## src/rtl/uart_tx_frame_ctrl_pkg.sv

```systemverilog
// Shared definitions for the UART transmit frame controller: FSM state
// encoding, TX output-mux select codes and the state-to-mux decode.
package uart_tx_pkg;

  typedef enum logic [2:0] {
    ST_IDLE   = 3'd0,
    ST_START  = 3'd1,
    ST_DATA   = 3'd2,
    ST_PARITY = 3'd3,
    ST_STOP   = 3'd4
  } state_e;

  localparam logic [1:0] MUX_START = 2'b00;
  localparam logic [1:0] MUX_STOP  = 2'b01;
  localparam logic [1:0] MUX_DATA  = 2'b10;
  localparam logic [1:0] MUX_PAR   = 2'b11;

  // Idle and stop both drive the line high, so they share a select code
  function automatic logic [1:0] mux_of(input state_e s);
    logic [1:0] m;
    case (s)
      ST_START:  m = MUX_START;
      ST_DATA:   m = MUX_DATA;
      ST_PARITY: m = MUX_PAR;
      ST_STOP:   m = MUX_STOP;
      ST_IDLE:   m = MUX_STOP;
      default:   m = MUX_STOP;
    endcase
    return m;
  endfunction

endpackage

```

## src/rtl/uart_tx_frame_ctrl_if.sv

```systemverilog
// Payload handshake and TX-mux control bundle between the frame
// controller and its user.
interface uart_tx_frame_ctrl_if #(
  parameter int DATA_WIDTH = 8
);
  logic [DATA_WIDTH-1:0] P_DATA;
  logic                  Data_Valid;
  logic                  PAR_EN;
  logic                  PAR_TYP;
  logic [1:0]            mux_sel;
  logic                  ser_data;
  logic                  par_bit;
  logic                  busy;

  modport master (
    output P_DATA, Data_Valid, PAR_EN, PAR_TYP,
    input  mux_sel, ser_data, par_bit, busy
  );

  modport slave (
    input  P_DATA, Data_Valid, PAR_EN, PAR_TYP,
    output mux_sel, ser_data, par_bit, busy
  );
endinterface

```

## src/rtl/uart_tx_frame_ctrl_parity_calc.sv

```systemverilog
// Combinational parity generator: even parity for par_typ=0, odd for
// par_typ=1.
module parity_calc #(
  parameter int WIDTH = 8
) (
  input  logic [WIDTH-1:0] data,
  input  logic             par_typ,
  output logic             par
);

  function automatic logic xor_reduce(input logic [WIDTH-1:0] v);
    return ^v;
  endfunction

  assign par = xor_reduce(data) ^ par_typ;

endmodule

```

## src/rtl/uart_tx_frame_ctrl.sv

```systemverilog
// UART transmit frame controller: sequences start, LSB-first payload,
// optional parity and stop slots through a 4:1 TX output mux select.
module uart_tx_frame_ctrl
  import uart_tx_pkg::*;
#(
  parameter int DATA_WIDTH = 8
) (
  input  logic                 CLK,
  input  logic                 RST,
  uart_tx_frame_ctrl_if.slave  tx
);

  localparam int CNT_W = $clog2(DATA_WIDTH) + 1;

  state_e                state_r;
  state_e                nxt_s;
  logic [DATA_WIDTH-1:0] shift_r;
  logic [CNT_W-1:0]      cnt_r;
  logic                  par_en_r;
  logic                  par_r;
  logic [1:0]            mux_r;
  logic                  busy_r;
  logic                  accept_s;
  logic                  last_s;
  logic                  par_s;

  parity_calc #(
    .WIDTH(DATA_WIDTH)
  ) u_parity (
    .data    (tx.P_DATA),
    .par_typ (tx.PAR_TYP),
    .par     (par_s)
  );

  // A new payload is only taken when the line is idle or finishing a stop slot
  assign accept_s = tx.Data_Valid && ((state_r == ST_IDLE) || (state_r == ST_STOP));
  assign last_s   = (cnt_r == CNT_W'(DATA_WIDTH - 1));

  // Next-state decode
  always_comb begin
    nxt_s = ST_IDLE;
    case (state_r)
      ST_IDLE: begin
        if (accept_s) nxt_s = ST_START;
        else          nxt_s = ST_IDLE;
      end
      ST_START:  nxt_s = ST_DATA;
      ST_DATA: begin
        if (!last_s)       nxt_s = ST_DATA;
        else if (par_en_r) nxt_s = ST_PARITY;
        else               nxt_s = ST_STOP;
      end
      ST_PARITY: nxt_s = ST_STOP;
      ST_STOP: begin
        if (accept_s) nxt_s = ST_START;
        else          nxt_s = ST_IDLE;
      end
      default:   nxt_s = ST_IDLE;
    endcase
  end

  // FSM state, payload datapath and registered mux/busy outputs
  always_ff @(posedge CLK) begin
    if (!RST) begin
      state_r  <= ST_IDLE;
      shift_r  <= {DATA_WIDTH{1'b0}};
      cnt_r    <= {CNT_W{1'b0}};
      par_en_r <= 1'b0;
      par_r    <= 1'b0;
      mux_r    <= MUX_STOP;
      busy_r   <= 1'b0;
    end else begin
      state_r <= nxt_s;
      mux_r   <= mux_of(nxt_s);
      busy_r  <= (nxt_s != ST_IDLE);
      if (accept_s) begin
        shift_r  <= tx.P_DATA;
        par_en_r <= tx.PAR_EN;
        par_r    <= par_s;
        cnt_r    <= {CNT_W{1'b0}};
      end else if (state_r == ST_DATA) begin
        // Counter may reach DATA_WIDTH on the last bit; the extra MSB keeps it from wrapping
        shift_r <= shift_r >> 1;
        cnt_r   <= cnt_r + CNT_W'(1);
      end else if (state_r == ST_START) begin
        cnt_r <= {CNT_W{1'b0}};
      end else begin
        cnt_r <= cnt_r;
      end
    end
  end

  assign tx.mux_sel  = mux_r;
  assign tx.busy     = busy_r;
  assign tx.ser_data = shift_r[0];
  assign tx.par_bit  = par_r;

endmodule

```

## src/flat_wrapper.sv

```systemverilog
// flat-port wrapper written by rule: the top's interface ports become plain ports
module uart_tx_frame_ctrl_flat import uart_tx_pkg::*;
#(
  parameter int DATA_WIDTH = 8
)
  (CLK, RST, tx_P_DATA, tx_Data_Valid, tx_PAR_EN, tx_PAR_TYP, tx_mux_sel, tx_ser_data, tx_par_bit, tx_busy);
  uart_tx_frame_ctrl_if #(.DATA_WIDTH(DATA_WIDTH)) tx_i ();
  input  logic CLK;
  input  logic RST;
  input wire logic [$bits(tx_i.P_DATA)-1:0] tx_P_DATA;
  input wire logic [$bits(tx_i.Data_Valid)-1:0] tx_Data_Valid;
  input wire logic [$bits(tx_i.PAR_EN)-1:0] tx_PAR_EN;
  input wire logic [$bits(tx_i.PAR_TYP)-1:0] tx_PAR_TYP;
  output wire logic [$bits(tx_i.mux_sel)-1:0] tx_mux_sel;
  output wire logic [$bits(tx_i.ser_data)-1:0] tx_ser_data;
  output wire logic [$bits(tx_i.par_bit)-1:0] tx_par_bit;
  output wire logic [$bits(tx_i.busy)-1:0] tx_busy;
  assign tx_i.P_DATA = tx_P_DATA;
  assign tx_i.Data_Valid = tx_Data_Valid;
  assign tx_i.PAR_EN = tx_PAR_EN;
  assign tx_i.PAR_TYP = tx_PAR_TYP;
  assign tx_mux_sel = tx_i.mux_sel;
  assign tx_ser_data = tx_i.ser_data;
  assign tx_par_bit = tx_i.par_bit;
  assign tx_busy = tx_i.busy;
  uart_tx_frame_ctrl #(.DATA_WIDTH(DATA_WIDTH)) u_core (.CLK(CLK), .RST(RST), .tx(tx_i));
endmodule
```

## config.mk

```make
export PLATFORM = sky130hd
export DESIGN_NAME = uart_tx_frame_ctrl_flat
export DESIGN_NICKNAME = d
export VERILOG_FILES = /design/src/rtl/uart_tx_frame_ctrl_pkg.sv /design/src/rtl/uart_tx_frame_ctrl_if.sv /design/src/rtl/uart_tx_frame_ctrl_parity_calc.sv /design/src/rtl/uart_tx_frame_ctrl.sv /design/src/flat_wrapper.sv
export SDC_FILE = /design/constraint.sdc
export NUM_CORES = 1
export LEC_CHECK = 0
export CORE_UTILIZATION = 45
export DETAILED_ROUTE_END_ITERATION = 16
export GPL_ROUTABILITY_DRIVEN = 0
export PLACE_DENSITY_LB_ADDON = 0.25
export SYNTH_ARGS = -nofsm -noshare
export SYNTH_HDL_FRONTEND = slang
export SYNTH_SLANG_ARGS = --single-unit
```

## constraint.sdc

```tcl
create_clock -name CLK -period 1.4 [get_ports CLK]
set_input_delay 0.21 -clock CLK [delete_from_list [all_inputs] [get_ports CLK]]
set_output_delay 0.21 -clock CLK [all_outputs]
set_load 0.01 [all_outputs]
```

* After elaboration in Yosys (flattened, before gate mapping)
Cells that the tools add are included.
** Cells by class
- Add/sub/neg operators :: 1
- Equal/unequal tests :: 8
- Muxes and demuxes :: 9
- Bitwise logic cells :: 2
- Reductions and logical operators :: 9
** Operator list (count)
- 8-bit two-way mux :: 2
- 3-bit by 2-bit == test with 1-bit output (second input constant) :: 4
- 3-bit case mux with 4 select lines :: 1
- 4-bit two-way mux :: 2
- 8-bit parity :: 1
- 3-bit by 1-bit == test with 1-bit output (second input constant) :: 2
- 3-bit two-way mux :: 2
- 2-bit case mux with 3 select lines :: 1
- 4-bit by 1-bit adder with 4-bit output (second input constant) :: 1
- 4-bit by 3-bit == test with 1-bit output (second input constant) :: 1
- 2-bit nonzero test :: 2
- 2-bit OR reduction :: 2
- 3-bit == test (second input constant) :: 1
- 3-bit logical NOT :: 1
- 3-bit nonzero test :: 1
- 1-bit logical AND :: 1
- 1-bit logical OR :: 1
- 1-bit two-way mux :: 1
- 1-bit NOT :: 1
- 1-bit bitwise XOR :: 1
** Storage, ports and cells
- Register bits :: 20
- Output and inout port bits :: 5

* Depth between registers and ports, before layout
- Depth after elaboration :: 7
- Mapped depth :: 6
- Mapped depth without buffers :: 6

* By module
A second synthesis with hierarchy kept.
** Unflattened totals
- Cell total of the unflattened synthesis :: 114
- Area total of the unflattened synthesis :: 1039.7 um^2
** Modules (own cells, without submodules)
- uart_tx_frame_ctrl :: times used 1, cells an instance 107, area each 957.2 um^2, sequential area each 400.4 um^2
- parity_calc :: times used 1, cells an instance 7, area each 82.6 um^2, sequential area each 0.0 um^2

* Least setup slack after synthesis
No wires, ideal clock.
- Kind :: register to register
- Start :: register u_core.cnt_r[0]
- End :: register u_core.busy_r (netlist: u_core.tx.busy)
- Setup time :: 0.127 ns
- Arrival time :: 1.360 ns
- Required time :: 1.273 ns
- Slack :: -0.087 ns
- Stages on the path, launching flop included :: 7
- Cell sequence :: dfxtp_1 ha_1 and4bb_2 o21ai_0 nand3b_1 inv_1 or3b_1
** Between the ends
- Cells in the longest elaborated chain, start to end :: 4
** RTL lines
- from (decl) :: line uart_tx_frame_ctrl.sv:18 : logic [CNT_W-1:0] cnt_r;
- from (signal assigned) :: line uart_tx_frame_ctrl.sv:67 : cnt_r <= {CNT_W{1'b0}};
- from (signal assigned) :: line uart_tx_frame_ctrl.sv:80 : cnt_r <= {CNT_W{1'b0}};
- from (signal assigned) :: line uart_tx_frame_ctrl.sv:84 : cnt_r <= cnt_r + CNT_W'(1);
- 4-bit by 3-bit == test with 1-bit output :: line uart_tx_frame_ctrl.sv:37 : assign last_s = (cnt_r == CNT_W'(DATA_WIDTH - 1));
- 3-bit two-way mux :: line uart_tx_frame_ctrl.sv:49 : if (!last_s) nxt_s = ST_DATA;
- 3-bit case mux with 4 select lines :: line uart_tx_frame_ctrl.sv:42 : case (state_r)
- 3-bit nonzero test :: line uart_tx_frame_ctrl.sv:75 : busy_r <= (nxt_s != ST_IDLE);
- to (signal assigned) :: line uart_tx_frame_ctrl.sv:75
- to (decl) :: line uart_tx_frame_ctrl.sv:22 : logic busy_r;
No other way between the ends.
A chain may end at the register's enable or synchronous reset.

* Final worst setup path
Same ends and word-level chain as after synthesis.

==> load_flow_metrics.sql <==
INSERT INTO impl_metrics (metric_group, metric, value, unit) VALUES
('outcome', 'outcome', 'finished, violations left', ''),
('outcome', 'failed_checks', 'negative setup slack', ''),
('synthesis', 'distinct_cells_synth', '37', ''),
('setup_path', 'required', '1.59', 'ns'),
('synthesis', 'synth_nets', '127', ''),
('die', 'dieWidth', '49.6', 'um'),
('final_layout', 'final_net_count', '162', ''),
('routing', 'post_drt_via_cell_ratio', '5.46', ''),
('routing', 'avgRoutedWirePerCell', '13.7', 'um'),
('timing', 'number_of_setup_violations_in_the_final_report', '1', ''),
('synthesis', 'ys_warn_count', '0', ''),
('routing', 'totalWireLength', '2.38', 'mm'),
('hold_path', 'hold_end', 'u_core.par_en_r', ''),
('timing', 'relSlewSlack', '0.780', ''),
('timing', 'min_period_over_period', '1.05', ''),
('timing', 'max_clock_freq', '679', 'MHz'),
('synthesis', 'synth_area_leader_cell', 'sky130_fd_sc_hd__dfxtp_1', ''),
('timing', 'final.setup_skew', '0.00129', 'ns'),
('setup_path', 'crit-reg2reg-launch', 'u_core.cnt_r[0]', ''),
('hold_path', 'hold_start', 'tx_PAR_EN', ''),
('final_layout', 'final_cells', '174', ''),
('timing', 'tightest_slew', '0.326', 'ns'),
('routing', 'drt_pass_1_iters', '4', ''),
('grt', 'number_of_antenna_violations_at_the_first_check_in_global_routing', '0', ''),
('synthesis', 'post-synth-top-area-fraction', '0.393', ''),
('routing', 'route.antenna.remaining_nets', '0', ''),
('final_layout', 'areaGrowthSynthToFinish', '38.8', '%'),
('setup_path', 'critPathLaunchType', 'flip-flop', ''),
('synthesis', 'synth_top_cells_by_area', 'sky130_fd_sc_hd__dfxtp_1 39%, sky130_fd_sc_hd__mux2i_1 7.9%, sky130_fd_sc_hd__nor2_1 5.5%', ''),
('synthesis', 'synth.most_common_cell', 'sky130_fd_sc_hd__dfxtp_1', ''),
('clocking', 'clock_tree.buffer_depth', '2', ''),
('power_and_ir_drop', 'vdd_ir_drop_max', '0.000618', 'V'),
('clocking', 'clk_pin_slew', '0.11', 'ns'),
('synthesis', 'yosys-top-cells-count', '20 x sky130_fd_sc_hd__dfxtp_1, 15 x sky130_fd_sc_hd__nor2_1, 8 x sky130_fd_sc_hd__mux2i_1, 7 x sky130_fd_sc_hd__a211oi_1', ''),
('timing', 'report.final.slew_viol_count', '0', ''),
('clocking', 'cts_hold_repair.buffers', '0', ''),
('setup_path', 'worst-r2r-cell-count', '6', ''),
('synthesis', 'synth_sequential_area_ratio', '0.393', ''),
('grt', 'first_pass_grt_wire_length', '3.90', 'mm'),
('setup_path', 'end_kind', 'flip-flop', ''),
('power_and_ir_drop', 'totalPowerFinal', '0.00130', 'W'),
('clocking', 'tritoncts_num_sinks', '20', ''),
('die', 'core', '0.00204', 'mm^2'),
('die', 'ioPinCount', '18', ''),
('power_and_ir_drop', 'power.density_cell_area', '916', 'mW/mm^2'),
('setup_path', 'critical_path.max_fanout', '3', ''),
('grt', 'grt-ovfl-total', '0', ''),
('synthesis', 'synth_ff_type', 'sky130_fd_sc_hd__dfxtp_1', ''),
('grt', 'via_count_of_the_first_global_routing_pass', '858', ''),
('clocking', 'htree_num_levels', '1', ''),
('clocking', 'cts.root.buffer_cell', 'sky130_fd_sc_hd__clkbuf_4', ''),
('timing', 'fin_crit', '1.47', 'ns'),
('synthesis', 'avg_cell_area_syn', '9.01', 'um^2'),
('synthesis', 'synth-edff-count', '0', ''),
('synthesis', 'mapped_cells', '113', ''),
('job', 'drv_cap', '0', ''),
('hold_path', 'class_of_the_worst_hold_path', 'in -> reg', ''),
('synthesis', 'number_of_register_bits_inferred_by_synthesis', '20', ''),
('die', 'floorplan.die_area', '0.00246', 'mm^2'),
('synthesis', 'ys_async_sr_fraction', '0', ''),
('routing', 'starting_drt_drc_count', '26', ''),
('timing', 'final.setup.worst_slack', '-0.0724', 'ns'),
('routing', 'vias', '950', ''),
('die', 'floorplan.die.height', '49.6', 'um'),
('die', 'row_count', '16', ''),
('placement', 'port-buffer-count', '17', ''),
('placement', 'dpl.hpwl', '1.74', 'mm'),
('die', 'initial_core_util', '0.499', ''),
('final_layout', 'drive_above_1_share', '0.245', ''),
('grt', 'grt_start_max_net_pins', '15', ''),
('timing', 'rsz0062_at_grt', 'true', '');
-- worst max-delay path, stage by stage (launching register included) --
cell and delay [ns]:
sky130_fd_sc_hd__dfxtp_2 0.37, sky130_fd_sc_hd__ha_4 0.15, sky130_fd_sc_hd__and4bb_2 0.27, sky130_fd_sc_hd__o21ai_2 0.07
sky130_fd_sc_hd__nand3b_1 0.10, sky130_fd_sc_hd__inv_1 0.06, sky130_fd_sc_hd__or3b_1 0.35
-- cells in the final DEF, fill, tap and decap left out, drive strengths merged, types with 3 or more instances in the layout --
master         instances
a21oi                  5
nand2b                 3
clkbuf                 4
o21ai                  7
dfxtp                 20
inv                    6
nor2                  15
a211oi                 7
dlymetal6s2s           3
clkdlybuf4s50         14
buf                   20
nand2                  6
mux2i                  8
-- registers in the layout, summed over array words and instances (netlist names) --
name,flops
u_core.tx.mux_sel,2
u_core.tx.par_bit,1
u_core.par_en_r,1
u_core.shift_r,8
u_core.cnt_r,4
u_core.tx.busy,1
u_core.state_r,3
-- routing by layer --
metal / share of wire / vias up / track usage
met2: 0.49 / 37 / 0.342
met4: 0.0063 / 0 / 0.0762
met3: 0.057 / 2 / 0.0309
li1: - / 471 / -
met5: 0 / - / 0
met1: 0.44 / 440 / 0.271
-- through the flow --
step | hold WS [ns] | util | instance area (um^2) | setup WS [ns]
6_report | 0.480 | 0.692 | 1410 | -0.0724
5_1_grt | 0.478 | 0.692 | 1410 | -0.106
4_1_cts | 0.468 | 0.676 | 1380 | -0.0405
3_5_place_dp | 0.472 | 0.654 | 1340 | -0.265
3_3_place_gp | 0.461 | 0.654 | 1340 | -0.245
2_1_floorplan | 0.318 | - | 1030 | 0.00681
-- layout make-up --
type,count,area [um^2]
multi-input combinational,80,588
sequential,20,405
clock buffer,4,36.3
timing repair buffer,37,328
inverter,6,22.5
fill,167,628
tap,27,33.8
-- cell families after synthesis --
family,after synthesis,share of synthesized area
AO/OA/AOI/OAI,26,0.171
adder cells (fa/ha/maj),1,0.0123
AND/OR/NAND/NOR,40,0.216
multiplexers,8,0.0786
buffers and inverters,13,0.0590
XOR/XNOR,5,0.0700
flip-flops,20,0.393
-- how the worst max path moves through the flow --
stage | startpoint | end | slack, ns | depth (start not counted)
after global routing | u_core.cnt_r[0] | u_core.tx.busy | -0.11 | 6
after CTS | u_core.cnt_r[0] | u_core.tx.busy | -0.04 | 6
final | u_core.cnt_r[0] | u_core.tx.busy | -0.07 | 6
after floorplan | u_core.cnt_r[1] | u_core.tx.busy | 0.007 | 6
after detailed placement | tx_P_DATA[7] | u_core.tx.par_bit | -0.27 | 4
after global placement | tx_P_DATA[7] | u_core.tx.par_bit | -0.25 | 4
-- report_power, final --
part / switching [W] / internal [W] / leakage [nW] / total, W
Sequential: 0.0000301 / 0.000615 / 0.166 / 0.000645
Combinational: 0.000134 / 0.000181 / 0.441 / 0.000315
Clock: 0.000177 / 0.000159 / 0.0210 / 0.000335
-- what timing repair did --
item / in CTS / in global routing
gates resized for setup: 1 / 7
hold endpoints to repair: 0 / 0
pin swaps: 3 / 1
buffers inserted: 1 / 1
endpoints found under the setup margin: 7 / 8
Note: power is estimated with default switching activity, not from simulation.
